==> src/rtl/npu_sched_loader.sv <==
// Config-stream loader for the NPU scheduler: parses header + schedule words, writes
// them into the scheduler buffer, then sequences read-enable bursts per invocation.
module npu_sched_loader #(
  parameter int SCHED_DEPTH = 64,
  parameter int LEN_W       = 7
) (
  input  logic        CLK,
  input  logic        npu_rst,
  input  logic        cfg_valid,
  input  logic [15:0] cfg_din,
  output logic        cfg_ready,
  input  logic        inv_start,
  output logic        npu_sched_write_en,
  output logic [15:0] npu_sched_din,
  output logic        npu_state_compute,
  output logic        npu_cfg_done,
  output logic        npu_inv_done,
  output logic        npu_busy,
  output logic        cfg_err,
  output logic [15:0] inv_count
);

  localparam int DATA_W = 16;

  typedef enum logic [2:0] {
    S_HDR,
    S_LOAD,
    S_READY,
    S_COMPUTE,
    S_ERR
  } state_t;

  state_t             r_state;
  state_t             w_state_nxt;
  logic [LEN_W-1:0]   r_len;
  logic [LEN_W-1:0]   w_len_nxt;
  logic [LEN_W-1:0]   r_word_cnt;
  logic [LEN_W-1:0]   w_word_cnt_nxt;
  logic [LEN_W-1:0]   r_step_cnt;
  logic [LEN_W-1:0]   w_step_cnt_nxt;
  logic [LEN_W-1:0]   w_len_m1;
  logic               w_xfer;
  logic               w_wr_vld_p0;
  logic               w_inv_done_p0;
  logic               r_wr_vld_p1;
  logic [DATA_W-1:0]  r_wr_data_p1;
  logic               r_inv_done_p1;
  logic [15:0]        r_inv_count;

  // Header is malformed if the length is zero, exceeds the buffer, or stray high bits are set.
  function automatic logic f_hdr_bad(input logic [DATA_W-1:0] hdr);
    logic [LEN_W-1:0] len;
    len = hdr[LEN_W-1:0];
    return (len == '0) || (int'(len) > SCHED_DEPTH) || (hdr[DATA_W-1:LEN_W] != '0);
  endfunction

  assign cfg_ready   = (r_state == S_HDR) || (r_state == S_LOAD);
  assign w_xfer      = cfg_valid && cfg_ready;
  assign w_len_m1    = r_len - LEN_W'(1);
  assign w_wr_vld_p0 = w_xfer && (r_state == S_LOAD);

  always_comb begin
    w_state_nxt    = r_state;
    w_len_nxt      = r_len;
    w_word_cnt_nxt = r_word_cnt;
    w_step_cnt_nxt = r_step_cnt;
    w_inv_done_p0  = 1'b0;
    case (r_state)
      S_HDR: begin
        if (w_xfer) begin
          if (f_hdr_bad(cfg_din)) begin
            w_state_nxt = S_ERR;
          end else begin
            w_len_nxt      = cfg_din[LEN_W-1:0];
            w_word_cnt_nxt = '0;
            w_state_nxt    = S_LOAD;
          end
        end
      end
      S_LOAD: begin
        if (w_xfer) begin
          w_word_cnt_nxt = r_word_cnt + LEN_W'(1);
          if (r_word_cnt == w_len_m1) w_state_nxt = S_READY;
        end
      end
      S_READY: begin
        if (inv_start) begin
          w_step_cnt_nxt = '0;
          w_state_nxt    = S_COMPUTE;
        end
      end
      S_COMPUTE: begin
        w_step_cnt_nxt = r_step_cnt + LEN_W'(1);
        // Last step: restart immediately if another invocation is requested, else idle.
        if (r_step_cnt == w_len_m1) begin
          w_inv_done_p0  = 1'b1;
          w_step_cnt_nxt = '0;
          if (!inv_start) w_state_nxt = S_READY;
        end
      end
      S_ERR: begin
        w_state_nxt = S_ERR;
      end
      default: begin
        w_state_nxt = S_ERR;
      end
    endcase
  end

  // p0 -> p1: state update, buffer write stage and invocation-complete strobe
  always_ff @(posedge CLK) begin
    if (npu_rst) begin
      r_state       <= S_HDR;
      r_len         <= '0;
      r_word_cnt    <= '0;
      r_step_cnt    <= '0;
      r_wr_vld_p1   <= 1'b0;
      r_wr_data_p1  <= '0;
      r_inv_done_p1 <= 1'b0;
      r_inv_count   <= '0;
    end else begin
      r_state       <= w_state_nxt;
      r_len         <= w_len_nxt;
      r_word_cnt    <= w_word_cnt_nxt;
      r_step_cnt    <= w_step_cnt_nxt;
      r_wr_vld_p1   <= w_wr_vld_p0;
      r_inv_done_p1 <= w_inv_done_p0;
      if (w_wr_vld_p0) r_wr_data_p1 <= cfg_din;
      if (w_inv_done_p0) r_inv_count <= r_inv_count + 16'd1;
    end
  end

  assign npu_sched_write_en = r_wr_vld_p1;
  assign npu_sched_din      = r_wr_data_p1;
  assign npu_state_compute  = (r_state == S_COMPUTE);
  assign npu_busy           = (r_state == S_COMPUTE);
  assign npu_cfg_done       = (r_state == S_READY) || (r_state == S_COMPUTE);
  assign cfg_err            = (r_state == S_ERR);
  assign npu_inv_done       = r_inv_done_p1;
  assign inv_count          = r_inv_count;

endmodule
==> config.mk <==
export PLATFORM = sky130hd
export DESIGN_NAME = npu_sched_loader
export DESIGN_NICKNAME = d
export VERILOG_FILES = /design/src/rtl/npu_sched_loader.sv
export SDC_FILE = /design/constraint.sdc
export NUM_CORES = 1
export LEC_CHECK = 0
export BUFFER_PORTS_ARGS = -buffer_cell sky130_fd_sc_hd__buf_2
export CORE_AREA = 2 2 66 83
export CTS_CLUSTER_SIZE = 10
export DETAILED_ROUTE_END_ITERATION = 16
export DIE_AREA = 0 0 68 85
export PLACE_DENSITY = 0.82
export SLEW_MARGIN = 20
export SYNTH_ARGS = -nofsm -noshare
export SYNTH_HDL_FRONTEND = slang
export SYNTH_SLANG_ARGS = --single-unit
export TNS_END_PERCENT = 30
==> constraint.sdc <==
create_clock -name CLK -period 5.1 [get_ports CLK]
set_input_delay 0.51 -clock CLK [delete_from_list [all_inputs] [get_ports CLK]]
set_output_delay 0.51 -clock CLK [all_outputs]
set_load 0.005 [all_outputs]
=== After elaboration in Yosys (flattened, before gate mapping) ===
Index checks and enable logic that the tools add are counted.

* Multiplexer cells: 17
* Bitwise logic cells: 1
* Equality and inequality tests: 13
* Reduce and logical (&&, ||, !) cells: 15
* Add/subtract/negate cells: 4
* Order comparisons: 1

{| class="wikitable"
|+ Operators by type and width
! cell !! number
|-
| 7-bit 2-to-1 mux || 5
|-
| 7-bit one-hot mux with 2 select lines || 2
|-
| 3-bit 2-to-1 mux || 7
|-
| 16-bit by 1-bit adder with 16-bit output (second input constant) || 1
|-
| 7-bit by 1-bit adder with 7-bit output (second input constant) || 2
|-
| 7-bit == test || 2
|-
| 3-bit one-hot mux with 4 select lines || 1
|-
| 2-bit != test (second input constant) || 5
|-
| 9-bit nonzero test || 1
|-
| 7-bit greater-than comparator (second input constant) || 1
|-
| 7-bit zero test || 1
|-
| 7-bit by 1-bit subtractor with 7-bit output (second input constant) || 1
|-
| 3-bit by 2-bit == test with 1-bit output (second input constant) || 2
|-
| 6-bit AND reduction || 1
|-
| 1-bit logical OR || 4
|-
| 2-bit by 1-bit != test with 1-bit output (second input constant) || 2
|-
| 4-bit AND reduction || 1
|-
| 2-bit nonzero test || 2
|-
| 3-bit by 1-bit == test with 1-bit output (second input constant) || 1
|-
| 3-bit == test (second input constant) || 1
|-
| 3-bit zero test || 1
|-
| 3-bit AND reduction || 1
|-
| 1-bit logical AND || 2
|-
| 1-bit 2-to-1 mux || 2
|-
| other kinds (2) || 2
|}

* Logic and storage cells: 59
* Flip-flop bits (word level): 58
* Input port bits: 20

=== Depth between registers and ports, before layout ===
Gate-level depths: netlist of the first run.

* Word-level depth: 6
* Depth in mapped cells: 10

=== Worst setup path before layout of the first run ===
OpenSTA, ideal clock, no wires.

* Path kind: flip-flop to flip-flop
* Start: register r_len[0]
* End: register r_inv_count[6], in the netlist inv_count[6]
* Arrival: 2.501 ns
* Setup slack: 2.476 ns
* Library setup time: 0.123 ns
* Buffers on the path: 1
* Required time: 4.977 ns
* Stages on the path, launching flop included: 11
* Clock period less this slack: 2.624 ns
* Path through: dfxtp_1 inv_1 ha_1 nor3b_2 nor3b_4 a211o_1 nor4_2 buf_2 nand2_4 nor3b_1 mux2_1

* Cells in the longest elaborated chain, start to end: 4

{| class="wikitable"
|+ Ends and longest elaborated chain
! what !! line !! text
|-
| from (decl) || 35 || <nowiki>logic [LEN_W-1:0] r_len;</nowiki>
|-
| from (signal assigned) || 123 || <nowiki>r_len <= w_len_nxt;</nowiki>
|-
| 7-bit by 1-bit subtractor with 7-bit output || 59 || <nowiki>assign w_len_m1 = r_len - LEN_W'(1);</nowiki>
|-
| 7-bit == test || 95 || <nowiki>if (r_step_cnt == w_len_m1) begin</nowiki>
|-
| 1-bit 2-to-1 mux || 95 ||
|-
| 1-bit 2-to-1 mux || 68 || <nowiki>case (r_state)</nowiki>
|-
| to (signal assigned) || 129 || <nowiki>if (w_inv_done_p0) r_inv_count <= r_inv_count + 16'd1;</nowiki>
|-
| to (decl) || 48 || <nowiki>logic [15:0] r_inv_count;</nowiki>
|}

Every way passes these cells.
A chain may end at the register's enable or synchronous reset.

=== Worst setup path after layout of the first run ===
* Start: register r_len[0]
* End: register r_inv_count[10], in the netlist inv_count[10]

The elaborated chain is that of the path after synthesis.

==> results of run 1 <==
## per-stage QoR
stage	cell area, sq um	setup WS [ps]
6_report	3331	1846
5_1_grt	3331	1553
4_1_cts	3331	1870
3_5_place_dp	3124	1918
3_3_place_gp	3124	2052
2_1_floorplan	2823	2476
## routing by layer
layer,share of wire,track usage
met1,0.41,0.2848
met2,0.51,0.3989
met3,0.052,0.07294
met4,0.028,0.09091
met5,0,0
## critical path, cell delays in order (launching register included)
cell and delay [ps]:
dfxtp_1 370, inv_1 90, ha_1 200, nor3b_2 290, nor3b_4 280, xnor2_1 140, a221oi_2 860, nand3_2 250
or4_1 550, a21oi_1 150
## cell type report
cell class                      count  area [sq um]  area share
Clock buffer                        9         123.9     0.03719
Clock inverter                      6         82.58     0.02479
Inverter                            7         26.28    0.007889
Multi-Input combinational cell    259          1562      0.4688
Sequential cell                    58          1161      0.3486
Tap cell                           62         77.57     0.02329
Timing Repair Buffer               59         297.8     0.08941
## logic make-up after synthesis
logic type	count (synthesis)	synth area share
muxes	10	0.03635
DFF	58	0.4113
xor gates and xnor gates	33	0.1024
AOI/OAI and AO/OA	50	0.1068
buffers and inverters	24	0.03546
and+or+nand+nor	162	0.2899
adders and majority gates	4	0.01773
## registers in the layout, summed over array words and instances, names as in the netlist
signal and cells:
r_step_cnt 7, r_word_cnt 7, npu_sched_write_en 1, r_state 3, r_len 7, inv_count 16, npu_sched_din 16, npu_inv_done 1
## worst min path at each step
stage                        endpoint  slack [ps]         startpoint
finish              npu_sched_din[14]         420        cfg_din[14]
global route        npu_sched_din[14]         410        cfg_din[14]
CTS                 npu_sched_din[14]         400        cfg_din[14]
detailed placement  npu_sched_din[13]         440  npu_sched_din[13]
global placement    npu_sched_din[10]         440  npu_sched_din[10]
floorplan            npu_sched_din[0]         450   npu_sched_din[0]
## synthesized netlist by cell type (8+ instances only)
cell type / count / area (sq um)
nor3_1: 8 / 40.04
clkbuf_1: 13 / 48.80
a21oi_1: 25 / 125.1
dfxtp_1: 58 / 1161
xor2_1: 16 / 140.1
nor2_1: 44 / 165.2
xnor2_1: 17 / 148.9
mux2i_1: 8 / 80.08
nand4_1: 11 / 68.82
nand3_1: 8 / 40.04
nand2_1: 51 / 191.4
and3_1: 8 / 50.05
## power by group
group          switching [mW]  internal [mW]
Clock                   0.180          0.269
Combinational          0.0429         0.0250
Sequential             0.0119          0.462
Total                   0.235          0.756
==> out/metrics.csv, run 1 <==
metric,value,unit
status,"finished, final reports clean",
# diodes,0,
WL final,6518,um
WP data required,5360,ps
post-CTS sizing,0,
clk slew on worst S/H paths,60,ps
global route overflow,0,
Max-cap violations,0,
io pins,59,
Synth warnings,0,
final hold viol count,0,
clk_lat worst skew,340,ps
crit share post-route,0.6380,
CTS Buffer Depth,2,
Worst Setup SP,r_len[0],
capture point of the worst path,inv_count[10],
final setup fails,0,
Netlist cell types,47,
tightest hold margin,418.5,ps
post-synthesis net count,365,
Synth Register Bits,58,
setup bufs post-CTS,0,
DR WL/cell,14.17,um
Residual DRC,0,
RSZ-0062 raised after global routing,no,
Die Span Y,85,um
GRT Overall Usage,0.2401,
Tmin final,3254,ps
final core utilization,0.6652,
hold-fix buffers at CTS,0,
Slew Limit Fails,0,
Port Buf Inserts,58,
via count,2607,
P&R area growth vs syn,18.00,%
Inst Count DP,445,
Die X,68,um
Worst Skew,8.875,ps
worst reg2reg startpoint,r_len[0],
First-pass DRT Iterations,4,
CP startpoint kind,flop,
CTS tree,yes,
synthesized instance count,341,
top achievable clock speed,0.3073,GHz
setup TNS,0,ps
Min-Delay Path Depth,3,
CTS H-tree lvls,3,
vias in the first global route,2280,
"Seq/Total Area, Yosys",0.4113,
Async SR Flop Fraction,0,
LEAKAGE,1.345,nW
arrival time worst endpoint,3510,ps
Final Instance Count excl. Fillers,460,
flop2flop setup slack,1850,ps
Via density,5.667,
area of the die,5780,sq um
gp weighted congestion,0.8792,
Starting Density,0.5637,
Pwr Total,0.9910,mW
most frequent cells in the layout,"buf_2, dfxtp_1, nand2_1",
# clock sinks,58,
antenna violations before repair,0,
Critical R2R Capture,inv_count[10],
Num CTS Buffers,9,
Slew Limit Headroom,0.3298,
post-DP HPWL,4608,um
synthesized area per cell,8.278,sq um
CP Max Fanout,12,
CP Capture Type,flop,
Root Driver,clkbuf_8,
power per cell area,297.5,nW/um^2
# rows,29,
first-pass GRT wire length,10480,um
Setup CP Type,reg -> reg,
# nets final,418,
core area,5007,sq um
R2R cell count,9,
Max IR drop VDD,0.0002731,V
Routed Antenna Nets,0,
share of cells above drive strength 1,0.2085,
Post-synth EDFFs,0,
largest net degree at the start of global routing,55,
Hold WC Path Type,in -> reg,
Slew @ Worst Pin,1005,ps
Detailed Route Iter0 Violations,111,
cell area after synthesis,2823,sq um
dominant synthesized flop cell,dfxtp_1,
filler cell count,437,
Note: power is estimated with default switching activity, not from simulation.
==> run 2, diff against run 1 <==
Settings changed: CORE_AREA 2 2 66 83 to 2 2 71 90, DIE_AREA 0 0 68 85 to 0 0 73 92, PLACE_DENSITY 0.82 to 0.74.
Clock period 5.1 ns to 2.9 ns, I/O delays scaled along.
==> out/metrics.csv, run 2 (synthesis gave the netlist of run 1 again) <==
metric,value,unit,change
Residual DRC,0,,unchanged
Inst Count DP,453,,+1.8%
largest net degree at the start of global routing,55,,unchanged
Setup CP Type,reg -> reg,,
Slew @ Worst Pin,956.3,ps,-48.98 ps
LEAKAGE,1.354,nW,+0.71%
CP Max Fanout,12,,unchanged
switching power share of the total,0.2447,,+0.007683
Max IR drop VDD,0.0003948,V,+45%
Detailed Route Iter0 Violations,86,,-23%
antenna violations before repair,0,,unchanged
RSZ-0062 raised after global routing,no,,
CTS tree,yes,,
# clock sinks,58,,unchanged
DR WL/cell,13.63,um,-3.8%
core area,5966,sq um,+19%
Port Buf Inserts,58,,unchanged
arrival time worst endpoint,3000,ps,-510 ps
area of the die,6716,sq um,+16%
filler cell count,554,,+27%
gp weighted congestion,0.8628,,-1.9%
clk slew on worst S/H paths,70,ps,about the same
setup TNS,0,ps,unchanged
post-DP HPWL,4657,um,+1.0%
Die X,73,um,+7.4%
io pins,59,,unchanged
Slew Limit Headroom,0.3625,,+0.03265
power per cell area,504.5,nW/um^2,+70%
final hold viol count,0,,unchanged
CP startpoint kind,flop,,
Max-cap violations,0,,unchanged
Final Instance Count excl. Fillers,469,,+2.0%
critical path cell sequence,inv_1 -> ha_1 -> nor3b_2 -> nor3b_4 -> xnor2_1 -> a221oi_2 -> buf_4 -> nand3_2 -> or4_1 -> a21oi_1,,
capture point of the worst path,inv_count[10],,
Routed Antenna Nets,0,,unchanged
clk_lat worst skew,350,ps,about the same
Clock Power Share,0.438,,-0.015
Cell Int Power,1.274,mW,+68%
# nets final,420,,+0.48%
top achievable clock speed,0.3672,GHz,+19%
Critical R2R Capture,inv_count[10],,
Tmin final,2723,ps,-530.5 ps
Hold WC Path Type,in -> reg,,
# rows,32,,+10%
Die Span Y,92,um,+8.2%
setup bufs post-CTS,0,,unchanged
Comb power frac,0.069,,about the same
P&R area growth vs syn,18.44,%,
"slowest stage delay, CP",520,ps,-340 ps
share of cells above drive strength 1,0.2145,,+0.005921
CP Capture Type,flop,,
worst reg2reg startpoint,r_len[0],,
final setup fails,0,,unchanged
# diodes,0,,unchanged
first-pass GRT wire length,10790,um,+3.0%
GRT Overall Usage,0.2072,,-0.03291
flop2flop setup slack,180,ps,-1670 ps
most frequent cells in the layout,"buf_2, dfxtp_1, nand2_1",,
CTS Buffer Depth,2,,unchanged
hold-fix buffers at CTS,0,,unchanged
WL final,6392,um,-1.9%
NetSw,0.4127,mW,+76%
vias in the first global route,2350,,+3.1%
via count,2547,,-2.3%
status,"finished, final reports clean",,
crit share post-route,0.9391,,+0.3011
Worst Setup SP,r_len[0],,
"most common cell after layout, fill and taps aside",buf_2,,
Via density,5.431,,-4.2%
"Slowest-stage cell, CP",or4_1,,
CTS H-tree lvls,3,,unchanged
Starting Density,0.4732,,-0.09056
Slew Limit Fails,0,,unchanged
global route overflow,0,,unchanged
sequential power share,0.493,,+0.015
R2R cell count,10,,+1
WP data required,3170,ps,-2190 ps
First-pass DRT Iterations,4,,unchanged
Num CTS Buffers,9,,unchanged
Worst Skew,6.788,ps,-2.087 ps
Root Driver,clkbuf_8,,
-- run 2: cell types whose count changed in the layout (fill, tap and decap cells not counted) --
cell,delta
buf_4,+2
bufinv_16,-1
clkbuf_1,+1
clkbuf_8,+1
clkinv_4,+1
clkinvlp_4,-1
dfxtp_1,-1
dfxtp_2,+1
-- run 2: through the flow --
stage	worst slack, ps	total power [mW]	instance area, sq um	utilization	hold WS, ps
3_3_place_gp	246.1	0.9642	3147	0.5275	440.8
2_1_floorplan	275.8	0.9146	2823	-	426.0
6_report	176.7	1.687	3343	0.5604	189.4
4_1_cts	140.6	1.700	3342	0.5602	181.7
5_1_grt	4.712	1.757	3343	0.5604	175.2
3_5_place_dp	154.5	0.9663	3147	0.5275	444.3
-- run 2: routing by layer --
metal  vias up  GRT usage  wire length (um)
met4         0     0.1096               141
met3        14    0.05495               264
met2        57     0.3191              3100
li1       1295          -                 -
met5         -          0                 0
met1      1181     0.2599              2886
-- run 2: final cells by class --
cell class	instances	area, sq um	share of cell area
sequential	58	1162	0.3477
timing repair buffer	61	312.8	0.09356
multi-input combinational	259	1562	0.4671
clock inverter	5	53.80	0.01609
tap	68	85.08	0.02545
inverter	7	26.28	0.007859
clock buffer	11	141.4	0.04229
-- run 2: worst min-delay path by stage --
stage                                 start                 to  slack (ps)  cells past startpoint
after floorplan                  cfg_din[0]   npu_sched_din[0]         430                      2
after global placement    npu_sched_din[10]  npu_sched_din[10]         440                      2
after detailed placement   npu_sched_din[6]   npu_sched_din[6]         440                      2
after CTS                        cfg_din[9]   npu_sched_din[9]         180                      3
after global routing            cfg_din[13]  npu_sched_din[13]         180                      3
final                           cfg_din[13]  npu_sched_din[13]         190                      3
-- run 2: power groups by stage --
stage,combinational [mW],sequential (mW),clock [mW]
floorplan,0.0737,0.841,0
global placement,0.116,0.848,0
detailed placement,0.117,0.849,0
CTS,0.118,0.831,0.751
global route,0.131,0.834,0.792
finish,0.116,0.831,0.739
-- run 2: critical path: cells and delay by family, from the launching register on --
kind	cells	cell delay, ps
compound gates	2	430
xor+xnor	1	150
fa+ha+maj	1	170
buf+inv	2	300
flops	1	360
simple gates	4	1250
-- run 2: repair_timing --
| action | 4_1_cts | 5_1_grt |
|---|---|---|
| gates resized for setup | 0 | 1 |
| endpoints found under the hold margin | 0 | 0 |
| setup endpoints to repair | 0 | 1 |
